**src/rtl/serial_subtractor.sv**
```systemverilog
// Bit-serial subtractor: {bo,d} = a - b - bi, LSB first, one bit per clock.
// Streaming valid/ready ports on both sides; one operation in flight at a time.
module serial_subtractor #(
  parameter int WIDTH = 16
) (
  input  logic             clk_i,
  input  logic             rst_ni,
  input  logic             in_valid_i,
  output logic             in_ready_o,
  input  logic [WIDTH-1:0] a_i,
  input  logic [WIDTH-1:0] b_i,
  input  logic             bi_i,
  output logic             out_valid_o,
  input  logic             out_ready_i,
  output logic [WIDTH-1:0] d_o,
  output logic             bo_o
);

  localparam int CW = $clog2(WIDTH) + 1;

  typedef enum logic [1:0] {
    IDLE,
    RUN,
    DONE
  } state_e;

  state_e           state_q, state_d;
  logic [WIDTH-1:0] sa_q, sa_d;
  logic [WIDTH-1:0] sb_q, sb_d;
  logic [WIDTH-1:0] r_q, r_d;
  logic [WIDTH-1:0] d_q, d_d;
  logic [CW-1:0]    cnt_q, cnt_d;
  logic             br_q, br_d;
  logic             bo_q, bo_d;
  logic             vld_q, vld_d;

  logic             dbit;
  logic             br_nx;
  logic [WIDTH:0]   r_sh;

  assign dbit  = sa_q[0] ^ sb_q[0] ^ br_q;
  assign br_nx = (~sa_q[0] & sb_q[0])
               | (~(sa_q[0] ^ sb_q[0]) & br_q);
  assign r_sh  = {dbit, r_q};

  assign in_ready_o  = (state_q == IDLE);
  assign out_valid_o = vld_q;
  assign d_o         = d_q;
  assign bo_o        = bo_q;

  always_comb begin
    state_d = state_q;
    sa_d    = sa_q;
    sb_d    = sb_q;
    r_d     = r_q;
    d_d     = d_q;
    cnt_d   = cnt_q;
    br_d    = br_q;
    bo_d    = bo_q;
    vld_d   = vld_q;
    unique case (state_q)
      IDLE: begin
        if (in_valid_i) begin
          sa_d    = a_i;
          sb_d    = b_i;
          br_d    = bi_i;
          cnt_d   = '0;
          state_d = RUN;
        end
      end
      RUN: begin
        sa_d  = sa_q >> 1;
        sb_d  = sb_q >> 1;
        r_d   = r_sh[WIDTH:1];
        br_d  = br_nx;
        cnt_d = cnt_q + CW'(1);
        if (cnt_q == CW'(WIDTH - 1)) begin
          state_d = DONE;
        end
      end
      DONE: begin
        // First DONE cycle registers the result, then it is presented
        if (!vld_q) begin
          vld_d = 1'b1;
          d_d   = r_q;
          bo_d  = br_q;
        end else if (out_ready_i) begin
          vld_d   = 1'b0;
          state_d = IDLE;
        end
      end
      default: begin
        state_d = IDLE;
        vld_d   = 1'b0;
      end
    endcase
  end

  always_ff @(posedge clk_i or negedge rst_ni) begin
    if (!rst_ni) begin
      state_q <= IDLE;
      sa_q    <= '0;
      sb_q    <= '0;
      r_q     <= '0;
      d_q     <= '0;
      cnt_q   <= '0;
      br_q    <= 1'b0;
      bo_q    <= 1'b0;
      vld_q   <= 1'b0;
    end else begin
      state_q <= state_d;
      sa_q    <= sa_d;
      sb_q    <= sb_d;
      r_q     <= r_d;
      d_q     <= d_d;
      cnt_q   <= cnt_d;
      br_q    <= br_d;
      bo_q    <= bo_d;
      vld_q   <= vld_d;
    end
  end

endmodule

```
**config.mk**
```make
export PLATFORM = sky130hd
export DESIGN_NAME = serial_subtractor
export DESIGN_NICKNAME = d
export VERILOG_FILES = /design/src/rtl/serial_subtractor.sv
export SDC_FILE = /design/constraint.sdc
export NUM_CORES = 1
export LEC_CHECK = 0
export CAP_MARGIN = 20
export CORE_MARGIN = 1.5
export CORE_UTILIZATION = 25
export CTS_BUF_LIST = sky130_fd_sc_hd__clkbuf_16
export DETAILED_ROUTE_END_ITERATION = 8
export PLACE_DENSITY = 0.53
export SETUP_SLACK_MARGIN = 0.5
export SYNTH_ARGS = -nofsm -noshare
export SYNTH_HDL_FRONTEND = slang
export SYNTH_SLANG_ARGS = --single-unit
```
**constraint.sdc**
```tcl
create_clock -name clk_i -period 2.25 [get_ports clk_i]
set_input_delay 0.45 -clock clk_i [delete_from_list [all_inputs] [get_ports clk_i]]
set_output_delay 0.45 -clock clk_i [all_outputs]
set_load 0.01 [all_outputs]
```
==> results.sh <==
export IMPL_pin_count=56
export IMPL_placed_area_um2=3943
export IMPL_fillers=1240
export IMPL_dieArea_um2=13390
export IMPL_place_ws_ps=438.1
export IMPL_period_share_pct=74.73
export IMPL_initial_core_util_pct=26.00
export IMPL_rsz0062_at_grt="false"
export IMPL_clockBufferDepth=2
export IMPL_end_kind="output port"
export IMPL_slew_headroom_pct=57.54
export IMPL_synth_nets=326
export IMPL_ir_drop_mv=0.4177
export IMPL_p_leak_nw=2.102
export IMPL_worstSetupPathType="flip-flop to output port"
export IMPL_cp_start_kind="flip-flop"
export IMPL_hold_viol=0
export IMPL_hold_slack_ps=139.9
export IMPL_critical_path_top_delay_family="buffers and inverters"
export IMPL_yosysSeqAreaShare_pct=58.31
export IMPL_path_buf_inv=1
export IMPL_h_tree_depth=3
export IMPL_netlist_area_leader_share_pct=58.31
export IMPL_antenna_found_initial=0
export IMPL_syn_area_um2=3176
export IMPL_firstDrtPassIters=4
export IMPL_stdcell_area_um2=4279
export IMPL_worstPathRequired_ps=1800
export IMPL_layout_min_cycle_time_ps=1682
export IMPL_layout_drive_gt1_share_pct=15.10
export IMPL_fin_skew_ps=4.135
export IMPL_synth_common_cells="nand2_1 (84), dfrtp_1 (74), o21ai_0 (32)"
export IMPL_synth_cell_types=27
export IMPL_worstMarginPinSlew_ps=636.9
export IMPL_hold_path_class="input port to asynchronous set/reset pin"
export IMPL_grt_max_degree=49
export IMPL_cts_root_buf="clkbuf_16"
export IMPL_die_x_um=115.7
export IMPL_outcome="finished clean"
export IMPL_cts_sinks=74
export IMPL_wl_per_cell_um=12.68
export IMPL_grt_pass1_wl_um=11260
export IMPL_hpwl_um=4447
export IMPL_slew_violations=0
export IMPL_cp_slowest_cell="clkdlybuf4s50_1"
export IMPL_yosys_warnings=0
export IMPL_die_h_um=115.7
export IMPL_nNetsFinal=386
export IMPL_critPathArrivalTime_ps=1230
export IMPL_finalSetupTns_ps=0
export IMPL_multi_input_area_um2=1209
export IMPL_finalSetupViolCount=0
export IMPL_antennaDiodeCount=0
export IMPL_max_stage_delay_ps=540
export IMPL_fin_ws_ps=568.5
export IMPL_cts_tree="done"
export IMPL_gp_congestion=0.7051
export IMPL_powerDensity_nw_per_um2=1351
export IMPL_grt_pass1_vias=2230
export IMPL_crit_fanout=2
export IMPL_ys_seq_elements=74
export IMPL_fmaxAchievable_mhz=594.7
export IMPL_area_growth_pct=34.75
export IMPL_drc=0
export IMPL_fp_coreArea_um2=12210
export IMPL_ant_nets=0
export IMPL_dr_total_vias=2135
export IMPL_gr_total_overflow=0
export IMPL_ctsHoldBuffers=0
export IMPL_syn_inst=286
export IMPL_ys_async_sr_fraction_pct=100.0
export IMPL_ys_top_cells_by_area="dfrtp_1 (58%), nand2_1 (9.9%), mux2i_1 (9.8%), mux2_2 (6.7%), o21ai_0 (5.0%)"
export IMPL_vias_per_cell=4.114
export IMPL_grt_usage_pct=11.06
export IMPL_synth_area_per_cell_um2=11.10
export IMPL_port_buffer_count=55
export IMPL_drt_initial_drc_count=114
export IMPL_routed_wl_um=6581
export IMPL_num_rows=40
export IMPL_clk_pin_slew_worst_paths_ps=60
export IMPL_crit_chain="clkdlybuf4s50_1"
export IMPL_synthFlopType="dfrtp_1"
export IMPL_seq_area_um2=1854
export IMPL_drv_cap=0
export IMPL_synth_edff_count=0
export IMPL_clk_latency_ps=330
export IMPL_yosysMostFrequentCell="nand2_1"
export IMPL_cts_made_buffers=9
export IMPL_yosysTopAreaCell="dfrtp_1"
-- power breakdown --
group	internal [mW]	total [mW]	leakage [nW]	switching, mW
Combinational	1.01	2.04	0.998	1.03
Sequential	1.90	2.24	0.955	0.337
Clock	0.967	1.51	0.149	0.544
Total	3.87	5.78	2.10	1.91
-- area by class of cell --
class                           count  share of cell area [%]
Timing Repair Buffer               67                   15.58
Clock inverter                      7                   2.222
Multi-Input combinational cell    189                   28.25
Inverter                            5                  0.4386
Tap cell                          168                   4.912
Clock buffer                        9                   5.263
Sequential cell                    74                   43.33
-- state kept, by name, summed over array words and instances, names as in the netlist --
| signal | flops |
|---|---|
| r_q | 16 |
| sa_q | 16 |
| sb_q | 16 |
| br_q | 1 |
| out_valid_o | 1 |
| cnt_q | 5 |
| bo_o | 1 |
| state_q | 2 |
| d_o | 16 |
-- per-stage QoR --
| step | instances | utilization (%) | power (mW) |
|---|---|---|---|
| 2_1_floorplan | 286 | - | 3.597 |
| 3_3_place_gp | 502 | 32.28 | 4.273 |
| 3_5_place_dp | 502 | 32.28 | 4.326 |
| 4_1_cts | 519 | 34.99 | 5.881 |
| 5_1_grt | 519 | 35.04 | 6.256 |
| 6_report | 519 | 35.04 | 5.782 |
-- metal layers --
metal  part of all wire (%)  vias up  wire (um)  global-route usage, %
met1                     49     1010       3206                  14.63
met4                    1.7        0        115                  5.610
met2                     45       35       2944                  16.49
met3                    4.8        8        315                  3.295
li1                       -     1082          -                      -
met5                      0        -          0                      0
-- path summary, 6_finish.rpt --
check	start	to	slack, ps	cells past startpoint
worst max-delay path	d_o[15]$_DFFE_PN0P_	d_o[15]	570	1
max in group asynchronous	rst_ni	sa_q[7]$_DFFE_PN0P_	1490	2
worst min register to register	r_q[0]$_DFFE_PN0P_	r_q[0]$_DFFE_PN0P_	480	2
worst max register to register	state_q[0]$_DFFE_PN0P_	d_o[7]$_DFFE_PN0P_	650	4
worst min-delay path	rst_ni	sa_q[4]$_DFFE_PN0P_	140	1
min in group clk_i	r_q[0]$_DFFE_PN0P_	r_q[0]$_DFFE_PN0P_	480	2
-- cells in the final DEF, fill, tap and decap left out, drive strengths merged, types with 2 or more instances in the layout --
cell and count:
a21oi 3, a22o 2, buf 13, bufinv 2, clkbuf 9, clkdlybuf4s50 51
clkinvlp 3, dfrtp 74, dlymetal6s2s 2, ha 2, inv 6, mux2 19
mux2i 31, nand2 84, nand3 2, nor2 2, nor3b 2, o21ai 33
-- repair_timing --
item                                    CTS  global route
gates resized for setup                   3             3
endpoints found under the setup margin    2             6
hold endpoints to repair                  0             0
buffers inserted                          1             0
-- cells by family (layout without fill, tap and decap cells) --
family | after synthesis | count (layout) | share of synthesized area [%]
muxes | 50 | 50 | 16.51
AOI/OAI and AO/OA | 43 | 43 | 7.683
and+or+nand+nor | 93 | 93 | 11.90
DFF | 74 | 74 | 58.31
adders and majority gates | 3 | 3 | 1.418
buffers and inverters | 23 | 88 | 4.176
Power figures use the tool's default switching activity.
